--- src/rtl/periph_target_pkg.sv ---
// Shared types for the PERIPH responder: memory op-size encodings, register
// offsets, STATUS bit positions, the TX FSM state type and lane helpers.
// Optional timer block is enabled with the PERIPH_TIMER_EN macro.
package periph_target_pkg;

    // Memory access op-size encodings shared with the memory access unit.
    localparam logic [1:0] MEM_OP_SIZE_BYTE    = 2'd0;
    localparam logic [1:0] MEM_OP_SIZE_HALF    = 2'd1;
    localparam logic [1:0] MEM_OP_SIZE_WORD    = 2'd2;
    localparam logic [1:0] MEM_OP_SIZE_INVALID = 2'd3;

    // Register offsets within the PERIPH region (addr[27:0]).
    localparam logic [27:0] OFF_SCRATCH = 28'h000_0000;
    localparam logic [27:0] OFF_COUNT   = 28'h000_0004;
    localparam logic [27:0] OFF_CMP     = 28'h000_0008;
    localparam logic [27:0] OFF_STATUS  = 28'h000_000C;
    localparam logic [27:0] OFF_TX_DATA = 28'h000_0010;
    localparam logic [27:0] OFF_LAST    = 28'h000_0013;

    // STATUS register bit positions.
    localparam int STATUS_MATCH_BIT   = 0;
    localparam int STATUS_TX_BUSY_BIT = 1;
    localparam int STATUS_IE_BIT      = 2;

    // TX port state: IDLE waits for a TX_DATA store, VALID holds the byte.
    typedef enum logic [0:0] {
        TX_IDLE  = 1'b0,
        TX_VALID = 1'b1
    } tx_state_t;

    // Byte enables for an access of the given size at the given byte lane.
    function automatic logic [3:0] lane_mask(input logic [1:0] size, input logic [1:0] lane);
        case (size)
            MEM_OP_SIZE_BYTE: return 4'b0001 << lane;
            MEM_OP_SIZE_HALF: return 4'b0011 << lane;
            MEM_OP_SIZE_WORD: return 4'b1111;
            default:          return 4'b0000;
        endcase
    endfunction

    // Replace the enabled bytes of old with the matching bytes of wdata.
    function automatic logic [31:0] byte_merge(input logic [31:0] old, input logic [31:0] wdata,
                                               input logic [3:0] be);
        logic [31:0] r;
        for (int i = 0; i < 4; i++) begin
            r[8*i +: 8] = be[i] ? wdata[8*i +: 8] : old[8*i +: 8];
        end
        return r;
    endfunction

endpackage

--- src/rtl/periph_target_if.sv ---
// Bus bundle between the memory access unit (master) and the PERIPH
// responder (slave), plus the byte-wide TX port toward the serializer.
interface periph_target_if;
    logic        enable;
    logic        is_write;
    logic [1:0]  op_size;
    logic [31:0] addr;
    logic [31:0] in;
    logic [31:0] out;
    logic        access_fault;

    // TX handshake: the responder raises tx_valid with tx_data and holds both
    // stable until the cycle tx_valid & tx_ready is seen at posedge clk; that
    // cycle is the transfer. tx_ready may toggle freely and has no effect
    // while tx_valid is low.
    logic        tx_valid;
    logic [7:0]  tx_data;
    logic        tx_ready;

    modport master (
        output enable, is_write, op_size, addr, in, tx_ready,
        input  out, access_fault, tx_valid, tx_data
    );

    modport slave (
        input  enable, is_write, op_size, addr, in, tx_ready,
        output out, access_fault, tx_valid, tx_data
    );
endinterface

--- src/rtl/periph_timer.sv ---
// Prescaled up-counter with compare: COUNT advances once every PRESCALE
// clocks, and match latches when an increment lands on CMP.
// Instantiated only when PERIPH_TIMER_EN is defined.
module periph_timer
    import periph_target_pkg::*;
#(
    parameter int unsigned PRESCALE = 4
) (
    input  logic        clk,
    input  logic        reset_n,
    input  logic [3:0]  count_we,
    input  logic [3:0]  cmp_we,
    input  logic [31:0] wdata,
    input  logic        match_clr,
    output logic [31:0] count,
    output logic [31:0] cmp,
    output logic        match
);
    localparam int unsigned PW = (PRESCALE > 1) ? $clog2(PRESCALE) : 1;
    localparam logic [PW-1:0] PRE_LAST = PW'(PRESCALE - 1);

    logic [PW-1:0] pre;
    logic          tick;
    logic          count_wr;
    logic [31:0]   count_inc;
    logic          match_set;

    assign tick      = (pre == PRE_LAST);
    assign count_wr  = |count_we;
    assign count_inc = count + 32'd1;
    // A software COUNT write suppresses both the increment and the compare.
    assign match_set = tick & ~count_wr & (count_inc == cmp);

    // Free-running prescaler; CMP writes deliberately do not touch it.
    always_ff @(posedge clk or negedge reset_n) begin
        if (!reset_n) begin
            pre <= '0;
        end else if (tick) begin
            pre <= '0;
        end else begin
            pre <= pre + PW'(1);
        end
    end

    // COUNT: software write wins over a tick in the same cycle.
    always_ff @(posedge clk or negedge reset_n) begin
        if (!reset_n) begin
            count <= '0;
        end else if (count_wr) begin
            count <= byte_merge(count, wdata, count_we);
        end else if (tick) begin
            count <= count_inc;
        end
    end

    // CMP: plain byte-lane register.
    always_ff @(posedge clk or negedge reset_n) begin
        if (!reset_n) begin
            cmp <= '0;
        end else if (|cmp_we) begin
            cmp <= byte_merge(cmp, wdata, cmp_we);
        end
    end

    // match: sticky, cleared by W1C, a same-cycle set beats the clear.
    always_ff @(posedge clk or negedge reset_n) begin
        if (!reset_n) begin
            match <= 1'b0;
        end else begin
            match <= match_set | (match & ~match_clr);
        end
    end
endmodule

--- src/rtl/periph_target.sv ---
// PERIPH region responder: SCRATCH register, optional prescaled timer
// (COUNT/CMP/match/ie, enabled by PERIPH_TIMER_EN) and a one-byte TX port.
// Reads are combinational; writes commit at posedge clk when not faulted.
module periph_target
    import periph_target_pkg::*;
#(
    parameter int unsigned PRESCALE = 4,
    parameter logic [3:0]  REGION   = 4'h3
) (
    input  logic             clk,
    input  logic             reset_n,
    periph_target_if.slave   bus,
    output logic             timer_irq,
    output tx_state_t        tx_state_dbg
);
    logic [27:0] offset;
    logic [1:0]  lane;
    logic        sel_scratch, sel_count, sel_cmp, sel_status, sel_tx;
    logic        bad;
    logic        commit;
    logic [3:0]  be;
    logic [31:0] wdata;
    logic [31:0] rdata;
    logic [31:0] rshift;

    logic [31:0] scratch;
    logic [31:0] count;
    logic [31:0] cmp;
    logic        match;
    logic        ie;

    tx_state_t   tx_state;
    logic        tx_valid;
    logic [7:0]  tx_data;

    assign offset      = bus.addr[27:0];
    assign lane        = bus.addr[1:0];
    assign sel_scratch = (offset[27:2] == OFF_SCRATCH[27:2]);
    assign sel_count   = (offset[27:2] == OFF_COUNT[27:2]);
    assign sel_cmp     = (offset[27:2] == OFF_CMP[27:2]);
    assign sel_status  = (offset[27:2] == OFF_STATUS[27:2]);
    assign sel_tx      = (offset[27:2] == OFF_TX_DATA[27:2]);

    // Collect every reason to reject the access; gated by enable below.
    always_comb begin
        bad = 1'b0;
        if (bus.addr[31:28] != REGION)                          bad = 1'b1;
        if (offset > OFF_LAST)                                  bad = 1'b1;
        if (bus.op_size == MEM_OP_SIZE_INVALID)                 bad = 1'b1;
        if (bus.op_size == MEM_OP_SIZE_HALF && lane[0])         bad = 1'b1;
        if (bus.op_size == MEM_OP_SIZE_WORD && lane != 2'd0)    bad = 1'b1;
        if (sel_tx && !bus.is_write)                            bad = 1'b1;
        if (sel_tx && bus.is_write && lane != 2'd0)             bad = 1'b1;
        if (sel_tx && bus.is_write && tx_valid)                 bad = 1'b1;
`ifndef PERIPH_TIMER_EN
        if (sel_count || sel_cmp)                               bad = 1'b1;
`endif
    end

    assign bus.access_fault = bus.enable & bad;
    assign commit           = bus.enable & bus.is_write & ~bad;
    assign be               = lane_mask(bus.op_size, lane);
    assign wdata            = bus.in << {lane, 3'b000};

    // Register read mux, then right-justify the addressed lanes.
    always_comb begin
        rdata = 32'h0;
        if (sel_scratch) rdata = scratch;
        if (sel_count)   rdata = count;
        if (sel_cmp)     rdata = cmp;
        if (sel_status)  rdata = {29'h0, ie, tx_valid, match};
        rshift = rdata >> {lane, 3'b000};
        bus.out = 32'h0;
        if (bus.enable && !bad) begin
            case (bus.op_size)
                MEM_OP_SIZE_BYTE: bus.out = {24'h0, rshift[7:0]};
                MEM_OP_SIZE_HALF: bus.out = {16'h0, rshift[15:0]};
                default:          bus.out = rshift;
            endcase
        end
    end

    // SCRATCH: byte-lane RW register.
    always_ff @(posedge clk or negedge reset_n) begin
        if (!reset_n) begin
            scratch <= '0;
        end else if (commit && sel_scratch) begin
            scratch <= byte_merge(scratch, wdata, be);
        end
    end

`ifdef PERIPH_TIMER_EN
    periph_timer #(
        .PRESCALE (PRESCALE)
    ) u_timer (
        .clk       (clk),
        .reset_n   (reset_n),
        .count_we  ({4{commit & sel_count}} & be),
        .cmp_we    ({4{commit & sel_cmp}} & be),
        .wdata     (wdata),
        .match_clr (commit & sel_status & be[0] & wdata[STATUS_MATCH_BIT]),
        .count     (count),
        .cmp       (cmp),
        .match     (match)
    );

    // Interrupt enable lives in STATUS lane 0.
    always_ff @(posedge clk or negedge reset_n) begin
        if (!reset_n) begin
            ie <= 1'b0;
        end else if (commit && sel_status && be[0]) begin
            ie <= wdata[STATUS_IE_BIT];
        end
    end

    assign timer_irq = match & ie;
`else
    assign count     = 32'h0;
    assign cmp       = 32'h0;
    assign match     = 1'b0;
    assign ie        = 1'b0;
    assign timer_irq = 1'b0;
`endif

    // TX FSM: latch the byte on a committed TX_DATA store, drop it on handshake.
    always_ff @(posedge clk or negedge reset_n) begin
        if (!reset_n) begin
            tx_state <= TX_IDLE;
            tx_valid <= 1'b0;
            tx_data  <= 8'h00;
        end else begin
            case (tx_state)
                TX_IDLE: begin
                    if (commit && sel_tx) begin
                        tx_state <= TX_VALID;
                        tx_valid <= 1'b1;
                        tx_data  <= bus.in[7:0];
                    end
                end
                TX_VALID: begin
                    if (bus.tx_ready) begin
                        tx_state <= TX_IDLE;
                        tx_valid <= 1'b0;
                    end
                end
                default: begin
                    tx_state <= TX_IDLE;
                    tx_valid <= 1'b0;
                end
            endcase
        end
    end

    assign bus.tx_valid = tx_valid;
    assign bus.tx_data  = tx_data;
    assign tx_state_dbg = tx_state;
endmodule

--- src/flat_wrapper.sv ---
// flat-port wrapper written by rule: the top's interface ports become plain ports
module periph_target_flat import periph_target_pkg::*;
#(
    parameter int unsigned PRESCALE = 4,
    parameter logic [3:0]  REGION   = 4'h3
)
  (clk, reset_n, timer_irq, tx_state_dbg, bus_enable, bus_is_write, bus_op_size, bus_addr, bus_in, bus_tx_ready, bus_out, bus_access_fault, bus_tx_valid, bus_tx_data);
  periph_target_if bus_i ();
  input  logic clk;
  input  logic reset_n;
  output logic timer_irq;
  output tx_state_t tx_state_dbg;
  input wire logic [$bits(bus_i.enable)-1:0] bus_enable;
  input wire logic [$bits(bus_i.is_write)-1:0] bus_is_write;
  input wire logic [$bits(bus_i.op_size)-1:0] bus_op_size;
  input wire logic [$bits(bus_i.addr)-1:0] bus_addr;
  input wire logic [$bits(bus_i.in)-1:0] bus_in;
  input wire logic [$bits(bus_i.tx_ready)-1:0] bus_tx_ready;
  output wire logic [$bits(bus_i.out)-1:0] bus_out;
  output wire logic [$bits(bus_i.access_fault)-1:0] bus_access_fault;
  output wire logic [$bits(bus_i.tx_valid)-1:0] bus_tx_valid;
  output wire logic [$bits(bus_i.tx_data)-1:0] bus_tx_data;
  assign bus_i.enable = bus_enable;
  assign bus_i.is_write = bus_is_write;
  assign bus_i.op_size = bus_op_size;
  assign bus_i.addr = bus_addr;
  assign bus_i.in = bus_in;
  assign bus_i.tx_ready = bus_tx_ready;
  assign bus_out = bus_i.out;
  assign bus_access_fault = bus_i.access_fault;
  assign bus_tx_valid = bus_i.tx_valid;
  assign bus_tx_data = bus_i.tx_data;
  periph_target #(.PRESCALE(PRESCALE), .REGION(REGION)) u_core (.clk(clk), .reset_n(reset_n), .bus(bus_i), .timer_irq(timer_irq), .tx_state_dbg(tx_state_dbg));
endmodule
--- config.mk ---
export PLATFORM = sky130hd
export DESIGN_NAME = periph_target_flat
export DESIGN_NICKNAME = d
export VERILOG_FILES = /design/src/rtl/periph_target_pkg.sv /design/src/rtl/periph_target_if.sv /design/src/rtl/periph_timer.sv /design/src/rtl/periph_target.sv /design/src/flat_wrapper.sv
export SDC_FILE = /design/constraint.sdc
export NUM_CORES = 1
export LEC_CHECK = 0
export ABC_AREA = 1
export BUFFER_PORTS_ARGS = -buffer_cell sky130_fd_sc_hd__buf_2
export CORE_MARGIN = 2
export CORE_UTILIZATION = 54
export DETAILED_ROUTE_END_ITERATION = 16
export MAX_ROUTING_LAYER = met4
export PLACE_DENSITY = 0.91
export SLEW_MARGIN = 25
export SYNTH_ARGS = -nofsm -noshare
export SYNTH_HDL_FRONTEND = slang
export SYNTH_SLANG_ARGS = --single-unit
--- constraint.sdc ---
create_clock -name clk -period 5.5 [get_ports clk]
set_input_delay 1.1 -clock clk [delete_from_list [all_inputs] [get_ports clk]]
set_output_delay 1.1 -clock clk [all_outputs]
set_load 0.02 [all_outputs]
* Yosys cells after proc, flatten, opt, wreduce, memory -nomap -nowiden
Index checks and enable logic that the tools add are counted.
Cells by class: mux-type cells 22, equality and inequality tests 10, bitwise gates (word level) 5, shift-type cells 4, magnitude comparators 1, reduce and logical (&&, ||, !) cells 21
Operators with widths (number):
- two-way mux 32 bit | 5
- one-hot mux 32 bit (2 select lines) | 1
- == test 26 x 2 -> 1 bit (second input constant) | 2
- << shifter 32 x 5 -> 32 bit | 1
- right shift 32 x 5 -> 32 bit | 1
- greater-than comparator 28 x 5 -> 1 bit (second input constant) | 1
- == test 26 x 1 -> 1 bit (second input constant) | 1
- == test 26 x 3 -> 1 bit (second input constant) | 1
- logical NOT 26 bit | 1
- two-way mux 1 bit | 13
- one-hot mux 4 bit (3 select lines) | 1
- AND reduction 2 bit | 6
- logical AND 1 bit | 9
- == test 2 bit (second input constant) | 2
- inequality test 4 x 2 -> 1 bit (second input constant) | 1
- one-hot mux 1 bit (2 select lines) | 2
- << shifter 1 x 2 -> 4 bit (first input constant) | 1
- << shifter 2 x 2 -> 4 bit (first input constant) | 1
- bitwise AND 1 bit | 3
- == test 2 x 1 -> 1 bit (second input constant) | 1
- logical NOT 1 bit | 2
- logical NOT 2 bit | 1
- inequality test 2 x 1 -> 1 bit (second input constant) | 1
- inequality test 2 bit (second input constant) | 1
- 3 further kinds | 4
Storage, ports and cells: bits in registers 42, output and inout bits 44

* Depth between registers and ports, before layout
depth in word-level cells 15, gate-level depth with buffers 14, mapped depth without buffers 13

* Least setup slack after synthesis
No wires, ideal clock.
path type input-to-output, start in bus_addr[22], end out bus_out[5], data arrival time 2.696 ns, buffers on the path 1, slack 1.704 ns, cell stages on the path 8, required time 4.400 ns, cell sequence nor2_1 -> nand3_1 -> nor2_1 -> nand4_1 -> clkbuf_1 -> nor2_1 -> o21ai_0 -> a211oi_1
On the way: word-level cells in the longest chain between the ends 12, elaborated cells on any way between the ends 28
Ends and longest elaborated chain:
- start: declaration | line flat_wrapper.sv:16 | input wire logic [$bits(bus_i.addr)-1:0] bus_addr;
- greater-than comparator 28 x 5 -> 1 bit | line periph_target.sv:48 | if (offset > OFF_LAST) bad = 1'b1;
- two-way mux 1 bit | line periph_target.sv:48
- two-way mux 1 bit | line periph_target.sv:49 | if (bus.op_size == MEM_OP_SIZE_INVALID) bad = 1'b1;
- two-way mux 1 bit | line periph_target.sv:50 | if (bus.op_size == MEM_OP_SIZE_HALF && lane[0]) bad = 1'b1;
- two-way mux 1 bit | line periph_target.sv:51 | if (bus.op_size == MEM_OP_SIZE_WORD && lane != 2'd0) bad = 1'b1;
- two-way mux 1 bit | line periph_target.sv:52 | if (sel_tx && !bus.is_write) bad = 1'b1;
- two-way mux 1 bit | line periph_target.sv:53 | if (sel_tx && bus.is_write && lane != 2'd0) bad = 1'b1;
- two-way mux 1 bit | line periph_target.sv:54 | if (sel_tx && bus.is_write && tx_valid) bad = 1'b1;
- two-way mux 1 bit | line periph_target.sv:56 | if (sel_count || sel_cmp) bad = 1'b1;
- logical NOT 1 bit | line periph_target.sv:74 | if (bus.enable && !bad) begin
- logical AND 1 bit | line periph_target.sv:74
- two-way mux 32 bit (*) | line periph_target.sv:74
- end: declaration | line flat_wrapper.sv:19 | output wire logic [$bits(bus_i.out)-1:0] bus_out;
Mark *: on every way between the ends. The rest lies on a longest branch, timed or not.

* Worst setup path in the final report
start in bus_addr[22], end out bus_out[3]
Same word-level chain as after synthesis.

==> parameters.txt <==
Parameter                              Value

Timing
  Upper clock frequency limit    about 0.22 GHz
  Final TNS setup    0 ns
  Worst rel slew slack    50.3%
  Setup Viol. Count Final    0
  Fraction of the cycle the final worst path needs    roughly four fifths
  Slew @ Worst Pin    roughly 0.75 ns
  Setup repair after global routing missed its margin    false
  Slew Limit Fails    0
  Hold violation total from the final report    0
  Clock tree skew after final layout    ~0.008 ns
  Clock period minus final worst setup slack    around 4.5 ns

Worst setup path
  Ordered list of cells on the worst path    buf_2 > nor2_1 > nand3_1 > nor2_1 > nand4_1 > nor2_1 > o21ai_0 > a211oi_1 > buf_2
  Capturing element type of the critical path    primary output
  Critical path's top delay family    simple AND/OR/NAND/NOR gates
  Required time of the worst setup path    4.40 ns
  Crit path buffers/inverters    2
  Most common cell type on the critical path    nor2_1
  Worst path max stage delay    0.63 ns
  Cell at the slowest stage of the critical path    nand4_1
  Worst setup path class    input port to primary output
  Crit-path max FO    15
  Startpoint class of the critical path    input port
  Data arrival time of the critical path    between 3 and 4 ns

Floorplanning
  Die Y-Extent    between 80 and 90 µm
  IO Count    roughly 120
  Starting density of the core    between 50% and 60%
  Std-Cell Core Area    0.00557 mm²
  Width of the die    ~80 µm
  Die area    approximately 0.0065 mm²
  Std cell rows    27

Min path
  Class of the tightest hold or removal check    register to register

Power
  Worst vdd ir    approximately 0.12 mV
  Register share of total power    45.2%
  Power density over cell area    178 mW/mm²
  Clock share of power    roughly 37%
  Net Switching    between 0.15 and 0.2 mW
  Static Leakage    about 2.1 nW
  Int Power    between 0.4 and 0.5 mW
  Proportion of power drawn by combinational gates    17.9%
  Switching fraction of total power    ~29%

Logic synthesis
  Post-synth cell types    32
  Count of warnings emitted by yosys    0
  Post-synth net total    ~580
  Mapped Area    between 0.003 and 0.004 mm²
  Avg Cell Area, Syn    between 6 and 7 µm²
  Sequential fraction of the synthesis area    between 30% and 40%
  Post-synthesis cell count    approximately 500
  Seq cells post-synth    between 40 and 50

Job
  Max Cap Viol    0

Clock tree
  # resized after CTS    0
  Sink Count    42
  Clock latency reported for the late side of the worst-skew pair    0.30 ns
  Setup bufs post-CTS    0
  TritonCTS clock tree    yes
  CTS H-tree lvls    2
  # hold bufs at CTS    0
  CTS root buf    clkbuf_8
  Clock Tree Buf Depth    2
  Clock transition at the register clock pins on the worst setup and hold paths after CTS    around 0.08 ns
  Number of buffers created by CTS    5

Layout
  Net count of the finished layout    674
  Area taken by flip-flops and latches    0.00105 mm²
  Ratio of cells with drive above 1 in the final layout    23.7%
  Area added between synthesis and finish    21.5%
  Area taken by multi-input logic gates    ~0.0019 mm²
  Total inserted antenna cells    0
  Filler cell count    between 400 and 500
  Cell area after layout    between 0.003 and 0.004 mm²

Placed design
  Routability congestion estimate    approximately 0.99
  Port Buf Inserts    approximately 110
  HPWL after DPL    roughly 8200 µm
  Placed cell areas    0.00373 mm²

Status
  Result of the run    finished clean

Global route
  Grt ovf    0
  Initial antenna violation count    0
  Number of global-route vias before repair    between 3000 and 4000
  Global-route wire length before repair    between 15000 and 20000 µm
  Pin count of the biggest net entering global routing    43
  GRT Overall Usage    34.6%

Route
  Initial drt markers    408
  Average via count per standard cell    between 5 and 6
  Detailed Route WL    approximately 10000 µm
  Final routed wire length divided by cell count    15.5 µm
  Remaining DRCs    0
  First-pass iteration count of the detailed router    5
  Remaining antenna violation count    0
  Via count    3860
==> state kept, by name (all words and copies together), names as in the netlist <==
signal	count
u_core.scratch	32
u_core.bus.tx_data	8
u_core.tx_state_dbg	1
u_core.bus.tx_valid	1
==> worst reg2reg max path, stage by stage, from the launching register on <==
cell	delay, ns
dfrtp_1	0.41
nor2_1	0.11
nor2_1	0.06
nor2_2	0.21
nand3_4	0.19
nor2_8	0.44
nand3_2	0.30
nand2_1	0.15
nand2_1	0.06
==> cells in the mapped netlist, drive strengths merged <==
cell | number | area share, %
a22oi | 14 | 3.3
o31ai | 2 | 0.47
dfrtp | 42 | 33
conb | 1 | 0.12
a211oi | 8 | 1.9
buf | 14 | 2.6
nand4 | 33 | 6.5
o21ai | 49 | 7.7
nand2 | 179 | 21
nand3 | 17 | 3.7
nor2 | 87 | 11
clkbuf | 11 | 1.3
inv | 38 | 4.5
nor3 | 1 | 0.16
a22o | 1 | 0.28
a21boi | 2 | 0.47
or2 | 1 | 0.20
clkinv | 1 | 0.12
a21oi | 2 | 0.32
xor2 | 1 | 0.28
==> power groups by stage <==
stage                     Combinational [mW]  Clock (mW)  Sequential [mW]
after floorplan                       0.0611           0            0.317
after global placement                 0.116           0            0.316
after detailed placement               0.118           0            0.316
after CTS                              0.119       0.252            0.310
after global routing                   0.135       0.263            0.310
final                                  0.122       0.253            0.310
==> final cells by class <==
type,count,share of cell area (%)
clock buffer,5,1.79
clock inverter,3,1.14
inverter,39,3.80
multi-input combinational,398,48.1
sequential,42,27.3
tap,72,2.34
timing repair buffer,117,15.5
==> cells in the final DEF (no fill, tap or decap), types with 2 or more instances in the layout <==
master | synthesis | final
o21ai_1 | 11 | 11
dfrtp_1 | 42 | 42
buf_4 | 4 | 5
nor2_1 | 80 | 80
a22oi_1 | 14 | 14
buf_2 | 6 | 112
inv_1 | 35 | 35
a21oi_1 | 2 | 2
nor2_2 | 5 | 5
nand4_1 | 33 | 33
nand2_1 | 178 | 178
nand3_2 | 4 | 4
inv_2 | 3 | 3
nand3_1 | 12 | 12
clkbuf_8 | 0 | 5
a211oi_1 | 8 | 8
o21ai_0 | 38 | 38
==> metrics by stage <==
stage	utilization, %	power [mW]	worst slack [ns]	hold WS [ns]	std cells
3_3_place_gp	67.0	0.432	1.01	0.456	668
3_5_place_dp	67.0	0.434	1.09	0.459	668
5_1_grt	69.1	0.708	0.840	0.503	676
4_1_cts	69.0	0.681	1.06	0.478	676
2_1_floorplan	-	0.378	1.70	0.442	504
6_report	69.1	0.685	1.04	0.476	676
==> kinds of logic after synthesis <==
family,Yosys count,share of synthesized area [%]
AOI/OAI and AO/OA,78,14.5
DFF,42,33.1
buffers and inverters,64,8.52
xor gates and xnor gates,1,0.276
other,1,0.118
and+or+nand+nor,318,43.4
==> worst paths after layout <==
check	from	endpoint	slack, ns	depth (start not counted)
max	bus_addr[22]	bus_out[3]	1.04	9
min	u_core.scratch[12]	u_core.scratch[12]	0.48	2
max reg2reg	u_core.bus.tx_valid	u_core.scratch[31]	3.44	8
min reg2reg	u_core.scratch[12]	u_core.scratch[12]	0.48	2
max in group asynchronous	reset_n	u_core.scratch[29]	4.35	1
min in group asynchronous	reset_n	u_core.scratch[18]	0.78	1
==> per-layer routing <==
layer | GRT usage (%) | wire length (µm) | vias to the layer above
li1 | - | - | 1839
met2 | 52.8 | 4700 | 274
met3 | 5.06 | 1160 | 37
met4 | 14.6 | 374 | 0
met5 | - | 0 | -
met1 | 46.2 | 4240 | 1710
Note: power is estimated with default switching activity, not from simulation.
